## src/rtl/hpu_seq_ctrl.sv

```systemverilog
// hpu_seq_ctrl: phase sequencer for the HPU stream datapath.
// Walks a job through item-memory generation, execution and output drain,
// and reports busy/done/aborted/timeout to the register file.
// Optional build macro HPU_SEQ_TIMEOUT_EN adds a drain watchdog of
// TIMEOUT_CYC cycles; without it timeout is tied low and DRAIN waits forever.
//
// state    | meaning
// ---------+-----------------------------------------------
// ST_IDLE  | no job, waiting for cfg_start
// ST_GEN   | item-memory write, mat_a sweeps 0..rand_num
// ST_EXEC  | execution, one exec per accepted source beat
// ST_DRAIN | all beats consumed, waiting for the output TLAST
// ST_DONE  | job finished, done held until the next cfg_start
module hpu_seq_ctrl #(
   parameter int ADDR_W      = 20,
   parameter int MAT_W       = 16,
   parameter int TIMEOUT_CYC = 65535
) (
   input  logic              AXIS_ACLK,
   input  logic              AXIS_ARESETN,
   input  logic              cfg_start,
   input  logic              cfg_abort,
   input  logic [MAT_W-1:0]  cfg_rand_num,
   input  logic [ADDR_W-1:0] cfg_addr_i,
   input  logic [ADDR_W-1:0] cfg_addr_j,
   input  logic              src_v,
   input  logic              dst_done,
   output logic              matw,
   output logic [MAT_W-1:0]  mat_a,
   output logic              run,
   output logic              exec,
   output logic              last_j,
   output logic              s_fin,
   output logic              busy,
   output logic              done,
   output logic              aborted,
   output logic              timeout
);

   typedef enum logic [2:0] {
      ST_IDLE,
      ST_GEN,
      ST_EXEC,
      ST_DRAIN,
      ST_DONE
   } state_t;

   state_t            state;
   logic [MAT_W-1:0]  rand_num_q;
   logic [ADDR_W-1:0] addr_i_q;
   logic [ADDR_W-1:0] addr_j_q;
   logic [ADDR_W-1:0] cnt_i;
   logic [ADDR_W-1:0] cnt_j;
   logic              job_active;

`ifdef HPU_SEQ_TIMEOUT_EN
   localparam int TO_W = (TIMEOUT_CYC < 2) ? 1 : $clog2(TIMEOUT_CYC + 1);
   localparam logic [TO_W-1:0] WD_LOAD = TO_W'(TIMEOUT_CYC - 1);
   logic [TO_W-1:0] wd_cnt;
   logic            timeout_q;
   assign timeout = timeout_q;
`else
   assign timeout = 1'b0;
`endif

   // Beat-level strobes follow src_v in the same cycle so the core sees them with its data.
   assign job_active = (state == ST_GEN) || (state == ST_EXEC) || (state == ST_DRAIN);
   assign exec       = (state == ST_EXEC) & src_v;
   assign last_j     = exec & (cnt_j == addr_j_q);
   assign s_fin      = last_j & (cnt_i == addr_i_q);

   // Sequencer FSM with registered phase/status outputs; abort takes priority over everything.
   always_ff @(posedge AXIS_ACLK or negedge AXIS_ARESETN) begin
      if (!AXIS_ARESETN) begin
         state      <= ST_IDLE;
         rand_num_q <= '0;
         addr_i_q   <= '0;
         addr_j_q   <= '0;
         cnt_i      <= '0;
         cnt_j      <= '0;
         matw       <= 1'b0;
         mat_a      <= '0;
         run        <= 1'b0;
         busy       <= 1'b0;
         done       <= 1'b0;
         aborted    <= 1'b0;
`ifdef HPU_SEQ_TIMEOUT_EN
         wd_cnt     <= '0;
         timeout_q  <= 1'b0;
`endif
      end else if (cfg_abort && job_active) begin
         state   <= ST_IDLE;
         cnt_i   <= '0;
         cnt_j   <= '0;
         matw    <= 1'b0;
         mat_a   <= '0;
         run     <= 1'b0;
         busy    <= 1'b0;
         done    <= 1'b0;
         aborted <= 1'b1;
`ifdef HPU_SEQ_TIMEOUT_EN
         wd_cnt  <= '0;
`endif
      end else begin
         case (state)
            ST_IDLE, ST_DONE: begin
               if (cfg_start) begin
                  rand_num_q <= cfg_rand_num;
                  addr_i_q   <= cfg_addr_i;
                  addr_j_q   <= cfg_addr_j;
                  cnt_i      <= '0;
                  cnt_j      <= '0;
                  matw       <= 1'b1;
                  mat_a      <= '0;
                  busy       <= 1'b1;
                  done       <= 1'b0;
                  aborted    <= 1'b0;
`ifdef HPU_SEQ_TIMEOUT_EN
                  timeout_q  <= 1'b0;
`endif
                  state      <= ST_GEN;
               end
            end
            ST_GEN: begin
               if (mat_a == rand_num_q) begin
                  matw  <= 1'b0;
                  mat_a <= '0;
                  run   <= 1'b1;
                  state <= ST_EXEC;
               end else begin
                  mat_a <= mat_a + MAT_W'(1);
               end
            end
            ST_EXEC: begin
               if (exec) begin
                  if (last_j) begin
                     cnt_j <= '0;
                     if (s_fin) begin
                        cnt_i <= '0;
                        state <= ST_DRAIN;
`ifdef HPU_SEQ_TIMEOUT_EN
                        wd_cnt <= WD_LOAD;
`endif
                     end else begin
                        cnt_i <= cnt_i + ADDR_W'(1);
                     end
                  end else begin
                     cnt_j <= cnt_j + ADDR_W'(1);
                  end
               end
            end
            ST_DRAIN: begin
               if (dst_done) begin
                  run   <= 1'b0;
                  busy  <= 1'b0;
                  done  <= 1'b1;
                  state <= ST_DONE;
               end
`ifdef HPU_SEQ_TIMEOUT_EN
               else if (wd_cnt == '0) begin
                  run       <= 1'b0;
                  busy      <= 1'b0;
                  done      <= 1'b1;
                  timeout_q <= 1'b1;
                  state     <= ST_DONE;
               end else begin
                  wd_cnt <= wd_cnt - TO_W'(1);
               end
`endif
            end
            default: state <= ST_IDLE;
         endcase
      end
   end

endmodule
```

## config.mk

```make
export PLATFORM = sky130hd
export DESIGN_NAME = hpu_seq_ctrl
export DESIGN_NICKNAME = d
export VERILOG_FILES = /design/src/rtl/hpu_seq_ctrl.sv
export SDC_FILE = /design/constraint.sdc
export NUM_CORES = 1
export LEC_CHECK = 0
export ABC_CLOCK_PERIOD_IN_PS = 6400
export CORE_MARGIN = 1
export CORE_UTILIZATION = 59
export CTS_CLUSTER_SIZE = 20
export DETAILED_ROUTE_END_ITERATION = 8
export GPL_ROUTABILITY_DRIVEN = 0
export PLACE_DENSITY = 0.9
export REMOVE_ABC_BUFFERS = 1
export SYNTH_ARGS = -nofsm -noshare
export SYNTH_HDL_FRONTEND = slang
export SYNTH_SLANG_ARGS = --single-unit
```

## constraint.sdc

```tcl
create_clock -name AXIS_ACLK -period 6.4 [get_ports AXIS_ACLK]
set_input_delay 0.64 -clock AXIS_ACLK [delete_from_list [all_inputs] [get_ports AXIS_ACLK]]
set_output_delay 0.64 -clock AXIS_ACLK [all_outputs]
set_load 0.01 [all_outputs]
```

==> metrics.csv, run 1 <==
stage,metric,value,unit
timing,setup_slack,2.65,ns
route,routed_wl,15.3,mm
route,avgViaCountPerCell,5.84,
worst_setup_path,r2r_slack,3.25,ns
placement,pre_cts_ws,2.82,ns
cells_and_area,drive_above_1_share,0.0605,
synth,netlist.area_leader.share,0.496,
worst_setup_path,required,5.76,ns
global_route,grt_use_total,0.310,
cells_and_area,area_growth,25.3,%
timing,finalWorstPathRequiredPeriod,3.75,ns
worst_setup_path,cp.arrival,3.11,ns
floorplan,io_pins,87,
synth,syn_inst,683,
timing,finalCritPeriodShare,0.586,
synth,synth_flop_cell,dfrtp_1,
clock_network,insertion_delay,0.53,ns
global_route,grt_max_degree,66,
placement,dpl.hpwl,9.71,mm
route,drc,0,
route,wl_per_cell,16.8,um
timing,tightestPinTransition,0.907,ns
floorplan,row_count,36,
worst_setup_path,startpoint_type,flop,
timing,setup_viol,0,
min_path,hold_path.class,input port to asynchronous set/reset pin,
synth,syn_area,6050,um2
synth,synth_top_area_cell,dfrtp_1,
route,vias,5317,
route,drt_iter0_drc,440,
timing,rsz0062_at_grt,false,
clock_network,clock_path_buffers,2,
timing,hold_violations,0,
run_status,outcome,finished clean,
floorplan,core,9860,um2
clock_network,post_cts_resized,0,
cells_and_area,mostFrequentLayoutCell,nand2_1,
clock_network,cts.sinks,120,
synth,synthArstFlopShare,1.00,
placement,io_buffer_count,85,
worst_setup_path,r2r_end,cnt_i[8],
timing,relSlewSlack,0.396,
clock_network,ctsRootBufferMaster,clkbuf_8,
global_route,first_global_vias,5209,
clock_network,cts_hold_buf,0,
synth,synth_edf_count,0,
timing,fin_worst_skew,0.00636,ns
worst_setup_path,cp-end-kind,primary output,
power,ir_drop,0.180,mV
route,ant_nets,0,
synth,synth-seq-cells,120,
route,dr.pass1.iters,5,
synth,synth_cell_types,50,
worst_setup_path,crit-reg2reg-launch,state[1],
cells_and_area,fin_area,7580,um2
cells_and_area,mostFrequentLayoutCells,"nand2_1, dfrtp_1, clkdlybuf4s50_1",
flow_run,drv_cap,0,
floorplan,die-area,10700,um2
floorplan,start_util,0.614,
floorplan,die_h,103,um
timing,max_freq,0.267,GHz
clock_network,clkTransAtPathRegs,0.06,ns
clock_network,post_cts_buffers,0,
power,p_per_area,298,nW/um2
worst_setup_path,critPathKind,flop to primary output,
synth,synth.avg_cell_area,8.86,um2
clock_network,cts_tree,built,
worst_setup_path,reg2reg_depth,7,
global_route,grt_antenna_before_repair,0,
clock_network,htreeDepth,4,
cells_and_area,antenna_cells,0,
timing,tns,0,ns
power,p_leak,3.43,nW
worst_setup_path,cp_max_fo,5,
placement,placed_cell_area,6970,um2
floorplan,fp.dieW,103,um
synth,ys_seq_area_frac,0.496,
cells_and_area,final_nets,829,
cells_and_area,fillers,611,
clock_network,numCtsBuffers,17,
timing,slew_violations,0,
synth,yosysWarnings,0,
global_route,grt_pass1_wl,24.9,mm
global_route,grt-ovfl-total,0,
synth,netlist_top_cells_area,"dfrtp_1, nand2_1, xnor2_1, xor2_1, nor2_1",
## worst max-delay path, cell delays in order (launching register included)
cell	delay (ns)
dfrtp_1	0.46
xor2_1	0.18
nor4_1	0.26
nand3_1	0.35
nor3_1	0.59
and2_1	0.21
clkdlybuf4s50_1	0.53
## logic make-up (layout without fill, tap and decap cells)
family / after synthesis / in the layout / synth area share
XOR/XNOR: 90 / 90 / 0.130
adder cells (fa/ha/maj): 3 / 3 / 0.00620
multiplexers: 2 / 2 / 0.00331
flip-flops: 120 / 120 / 0.496
buffers and inverters: 39 / 133 / 0.0287
other: 1 / 1 / 0.000619
AO/OA/AOI/OAI: 65 / 65 / 0.0672
AND/OR/NAND/NOR: 363 / 363 / 0.268
## synth_stat cells, types with 2 or more instances
cell type	number
o41ai_1	2
nor3_1	6
and3_1	18
inv_1	13
mux2i_1	2
nand2b_1	3
dfrtp_1	120
and2_1	2
xnor2_1	45
o31ai_1	7
nand3_1	20
buf_4	3
or3_1	5
o21ai_0	28
nor2_2	2
nor4_1	8
a31oi_1	5
nand4_1	24
clkbuf_1	19
ha_1	3
nor2_1	53
buf_6	2
a21oi_1	12
nand2_1	209
nor2b_1	3
xor2_1	45
## worst max path at each step
| stage | depth (start not counted) | slack (ns) | end | startpoint |
|---|---|---|---|---|
| floorplan | 4 | 2.20 | done | cfg_start |
| global placement | 8 | 2.90 | cnt_i[9] | cfg_start |
| detailed placement | 8 | 2.82 | cnt_i[9] | cfg_start |
| CTS | 6 | 2.72 | s_fin | cnt_j[6] |
| global route | 6 | 2.60 | s_fin | cnt_j[6] |
| finish | 6 | 2.65 | s_fin | cnt_j[6] |
## sequential cells by signal (all words and copies together), names as in the netlist
name        count
cnt_i          20
matw            1
busy            1
done            1
mat_a          16
addr_j_q       20
aborted         1
rand_num_q     16
state           3
run             1
cnt_j          20
addr_i_q       20
## report_power, final
part	total [mW]	switching (mW)	internal [mW]	leakage, nW
Clock	0.984	0.349	0.635	0.286
Sequential	0.929	0.0789	0.850	1.57
Combinational	0.349	0.189	0.160	1.58
Total	2.26	0.617	1.64	3.43
## routing by layer
metal	global-route usage	routed length, um	up-vias
li1	-	-	2429
met1	0.375	6090	2581
met2	0.519	7600	246
met3	0.0853	1140	61
met4	0.145	495	0
met5	0	0	-
## through the flow
stage | hold WS (ns) | utilization | cells | total power, mW
floorplan | 0.344 | - | 657 | 1.13
CTS | 0.185 | 0.769 | 910 | 2.27
global placement | 0.482 | 0.707 | 878 | 1.26
global route | 0.221 | 0.769 | 910 | 2.35
detailed placement | 0.483 | 0.707 | 878 | 1.28
finish | 0.162 | 0.769 | 910 | 2.26
## area by class of cell
cell class | instances | area [um2] | area share
sequential | 120 | 3000 | 0.396
clock inverter | 10 | 141 | 0.0186
timing repair buffer | 88 | 871 | 0.115
tap | 133 | 166 | 0.0219
clock buffer | 22 | 473 | 0.0624
multi-input combinational | 524 | 2880 | 0.380
inverter | 13 | 48.8 | 0.00643
Note: power is estimated with default switching activity, not from simulation.
==> run 2, diff against run 1 <==
--- a/config.mk
+++ b/config.mk
@@ -5,13 +5,13 @@
 export SDC_FILE = /design/constraint.sdc
 export NUM_CORES = 1
 export LEC_CHECK = 0
-export ABC_CLOCK_PERIOD_IN_PS = 6400
+export ABC_CLOCK_PERIOD_IN_PS = 3250
 export CORE_MARGIN = 1
-export CORE_UTILIZATION = 59
+export CORE_UTILIZATION = 50
 export CTS_CLUSTER_SIZE = 20
 export DETAILED_ROUTE_END_ITERATION = 8
 export GPL_ROUTABILITY_DRIVEN = 0
-export PLACE_DENSITY = 0.9
+export PLACE_DENSITY = 0.81
 export REMOVE_ABC_BUFFERS = 1
 export SYNTH_ARGS = -nofsm -noshare
 export SYNTH_HDL_FRONTEND = slang
==> constraint.sdc (replaced) <==
create_clock -name AXIS_ACLK -period 3.25 [get_ports AXIS_ACLK]
set_input_delay 0.325 -clock AXIS_ACLK [delete_from_list [all_inputs] [get_ports AXIS_ACLK]]
set_output_delay 0.325 -clock AXIS_ACLK [all_outputs]
set_load 0.01 [all_outputs]
==> run 2 against run 1 <==
  * The flow now finishes with violations (design-rule violations)
  * Largest power group unchanged
  * Combinational power is 100% higher
  * Sequential power is 96% higher
  * Global-route usage is 5.9 points lower
  * Critical path type unchanged
==> metrics.csv, run 2 (same netlist as run 1, synthesis figures left out) <==
stage,metric,value,unit,change
run_status,outcome,"finished, violations left",,was finished clean
run_status,violations,design-rule violations,,
timing,fin_worst_skew,0.00579,ns,was 0.00636 ns
worst_setup_path,cp.arrival,2.75,ns,was 3.11 ns
power,p_leak,3.49,nW,was 3.43 nW
route,vias,5161,,was 5317
worst_setup_path,startpoint_type,flop,,unchanged
clock_network,clkTransAtPathRegs,0.06,ns,about the same
placement,io_buffer_count,85,,unchanged
route,routed_wl,14.4,mm,was 15.3 mm
power,combPwrFrac,0.158,,was 0.154
global_route,grt_pass1_wl,24.8,mm,was 24.9 mm
worst_setup_path,r2r_end,cnt_i[9],,was cnt_i[8]
power,p_sw,1.18,mW,was 0.617 mW
cells_and_area,final_nets,838,,was 829
clock_network,post_cts_resized,0,,unchanged
cells_and_area,fin_area,7670,um2,was 7580 um2
timing,finalWorstPathRequiredPeriod,3.08,ns,
clock_network,ctsRootBufferMaster,clkbuf_16,,was clkbuf_8
route,wl_per_cell,15.5,um,was 16.8 um
global_route,grt_use_total,0.251,,was 0.310
timing,rsz0062_at_grt,false,,unchanged
clock_network,htreeDepth,4,,unchanged
power,internal_power,3.24,mW,was 1.64 mW
floorplan,core,11600,um2,was 9860 um2
timing,finalCritPeriodShare,0.948,,
route,ant_nets,0,,unchanged
worst_setup_path,reg2reg_depth,7,,unchanged
route,dr.pass1.iters,7,,was 5
global_route,grt_antenna_before_repair,0,,unchanged
route,avgViaCountPerCell,5.56,,was 5.84
clock_network,cts.sinks,120,,unchanged
worst_setup_path,r2r_slack,0.58,ns,was 3.25 ns
cells_and_area,drive_above_1_share,0.0725,,was 0.0605
clock_network,numCtsBuffers,17,,unchanged
clock_network,cts_hold_buf,0,,unchanged
global_route,grt_max_degree,65,,was 66
worst_setup_path,cp_max_fo,6,,was 5
placement,placed_cell_area,7060,um2,was 6970 um2
timing,setup_viol,0,,unchanged
floorplan,die_h,112,um,was 103 um
timing,slew_violations,0,,unchanged
clock_network,post_cts_buffers,0,,unchanged
power,p_sw_frac,0.267,,was 0.273
route,drt_iter0_drc,384,,was 440
cells_and_area,antenna_cells,0,,unchanged
cells_and_area,mostFrequentLayoutCell,nand2_1,,unchanged
cells_and_area,area_growth,26.7,%,was 25.3%
worst_setup_path,crit_start,cnt_j[4],,was cnt_j[6]
floorplan,io_pins,87,,unchanged
clock_network,cts_tree,built,,unchanged
placement,dp_cells,897,,was 878
power,finalPower,4.42,mW,was 2.26 mW
worst_setup_path,required,2.92,ns,was 5.76 ns
clock_network,clock_path_buffers,2,,unchanged
cells_and_area,final_cells,929,,was 910
power,p_per_area,577,nW/um2,was 298 nW/um2
global_route,first_global_vias,5092,,was 5209
timing,tightestPinTransition,0.847,ns,was 0.907 ns
cells_and_area,mostFrequentLayoutCells,"nand2_1, dfrtp_1, clkdlybuf4s50_1",,unchanged
timing,relSlewSlack,0.436,,was 0.396
worst_setup_path,crit-reg2reg-launch,cnt_j[11],,was state[1]
floorplan,row_count,39,,was 36
floorplan,fp.dieW,112,um,was 103 um
route,drc,7,,was 0
global_route,grt-ovfl-total,0,,unchanged
worst_setup_path,critPathKind,flop to primary output,,unchanged
worst_setup_path,cp-end-kind,primary output,,unchanged
power,p_seq_frac,0.411,,about the same
floorplan,start_util,0.521,,was 0.614
power,ir_drop,0.330,mV,was 0.180 mV
flow_run,drv_cap,0,,unchanged
timing,hold_violations,0,,unchanged
power,p_clk_frac,0.431,,was 0.435
timing,max_freq,0.325,GHz,
min_path,hold_path.class,input port to asynchronous set/reset pin,,unchanged
placement,dpl.hpwl,9.72,mm,was 9.71 mm
floorplan,die-area,12600,um2,was 10700 um2
clock_network,insertion_delay,0.42,ns,was 0.53 ns
run 2: cell types whose count changed in the layout (fill, tap and decap cells not counted), sizes merged:
| cell | before | now |
|---|---|---|
| buf | 4 | 13 |
| clkinv | 1 | 6 |
| clkbuf | 22 | 19 |
| clkinvlp | 5 | 3 |
run 2: how the worst max path moves through the flow:
| stage | to | depth (start not counted) | slack [ns] |
|---|---|---|---|
| after CTS | s_fin | 6 | 0.20 |
| final | s_fin | 6 | 0.17 |
| after floorplan | done | 4 | -0.89 |
| after detailed placement | mat_a[15] | 8 | 0.44 |
| after global placement | s_fin | 6 | 0.58 |
| after global routing | s_fin | 6 | 0.11 |
run 2: metal layers:
metal / GRT usage / part of all wire / vias to the layer above / wire length [um]
li1: - / - / 2449 / -
met1: 0.329 / 0.43 / 2499 / 6200
met2: 0.406 / 0.49 / 185 / 7030
met3: 0.0621 / 0.058 / 28 / 837
met4: 0.0916 / 0.021 / 0 / 299
met5: 0 / 0 / - / 0
run 2: cell type report:
type,instances,area [um2]
Clock buffer,19,453
Inverter,13,48.8
Clock inverter,13,151
Fill cell,899,3950
Timing Repair Buffer,97,951
Multi-Input combinational cell,524,2880
Tap cell,143,179
Sequential cell,120,3000
run 2: critical path, stage by stage, from the launching register on:
cell and delay [ns]:
dfrtp_1 0.46, xnor2_1 0.19, nand4_1 0.18, or2_2 0.33, nor3_1 0.44, and2_1 0.20, clkdlybuf4s50_1 0.53
run 2: through the flow:
| stage | worst slack (ns) | hold WS [ns] | utilization | TNS (ns) |
|---|---|---|---|---|
| final | 0.170 | 0.0136 | 0.660 | 0 |
| after global routing | 0.109 | 0.0895 | 0.660 | 0 |
| after CTS | 0.201 | 0.0443 | 0.660 | 0 |
| after detailed placement | 0.438 | 0.482 | 0.608 | 0 |
| after global placement | 0.584 | 0.471 | 0.608 | 0 |
| after floorplan | -0.891 | 0.0294 | - | -36.37 |
run 2: power groups by stage:
| stage | clock, mW | combinational [mW] | sequential [mW] |
|---|---|---|---|
| after floorplan | 0 | 0.407 | 1.82 |
| after global placement | 0 | 0.671 | 1.83 |
| after detailed placement | 0 | 0.692 | 1.84 |
| after CTS | 1.93 | 0.703 | 1.82 |
| after global routing | 2.00 | 0.787 | 1.84 |
| final | 1.91 | 0.700 | 1.82 |
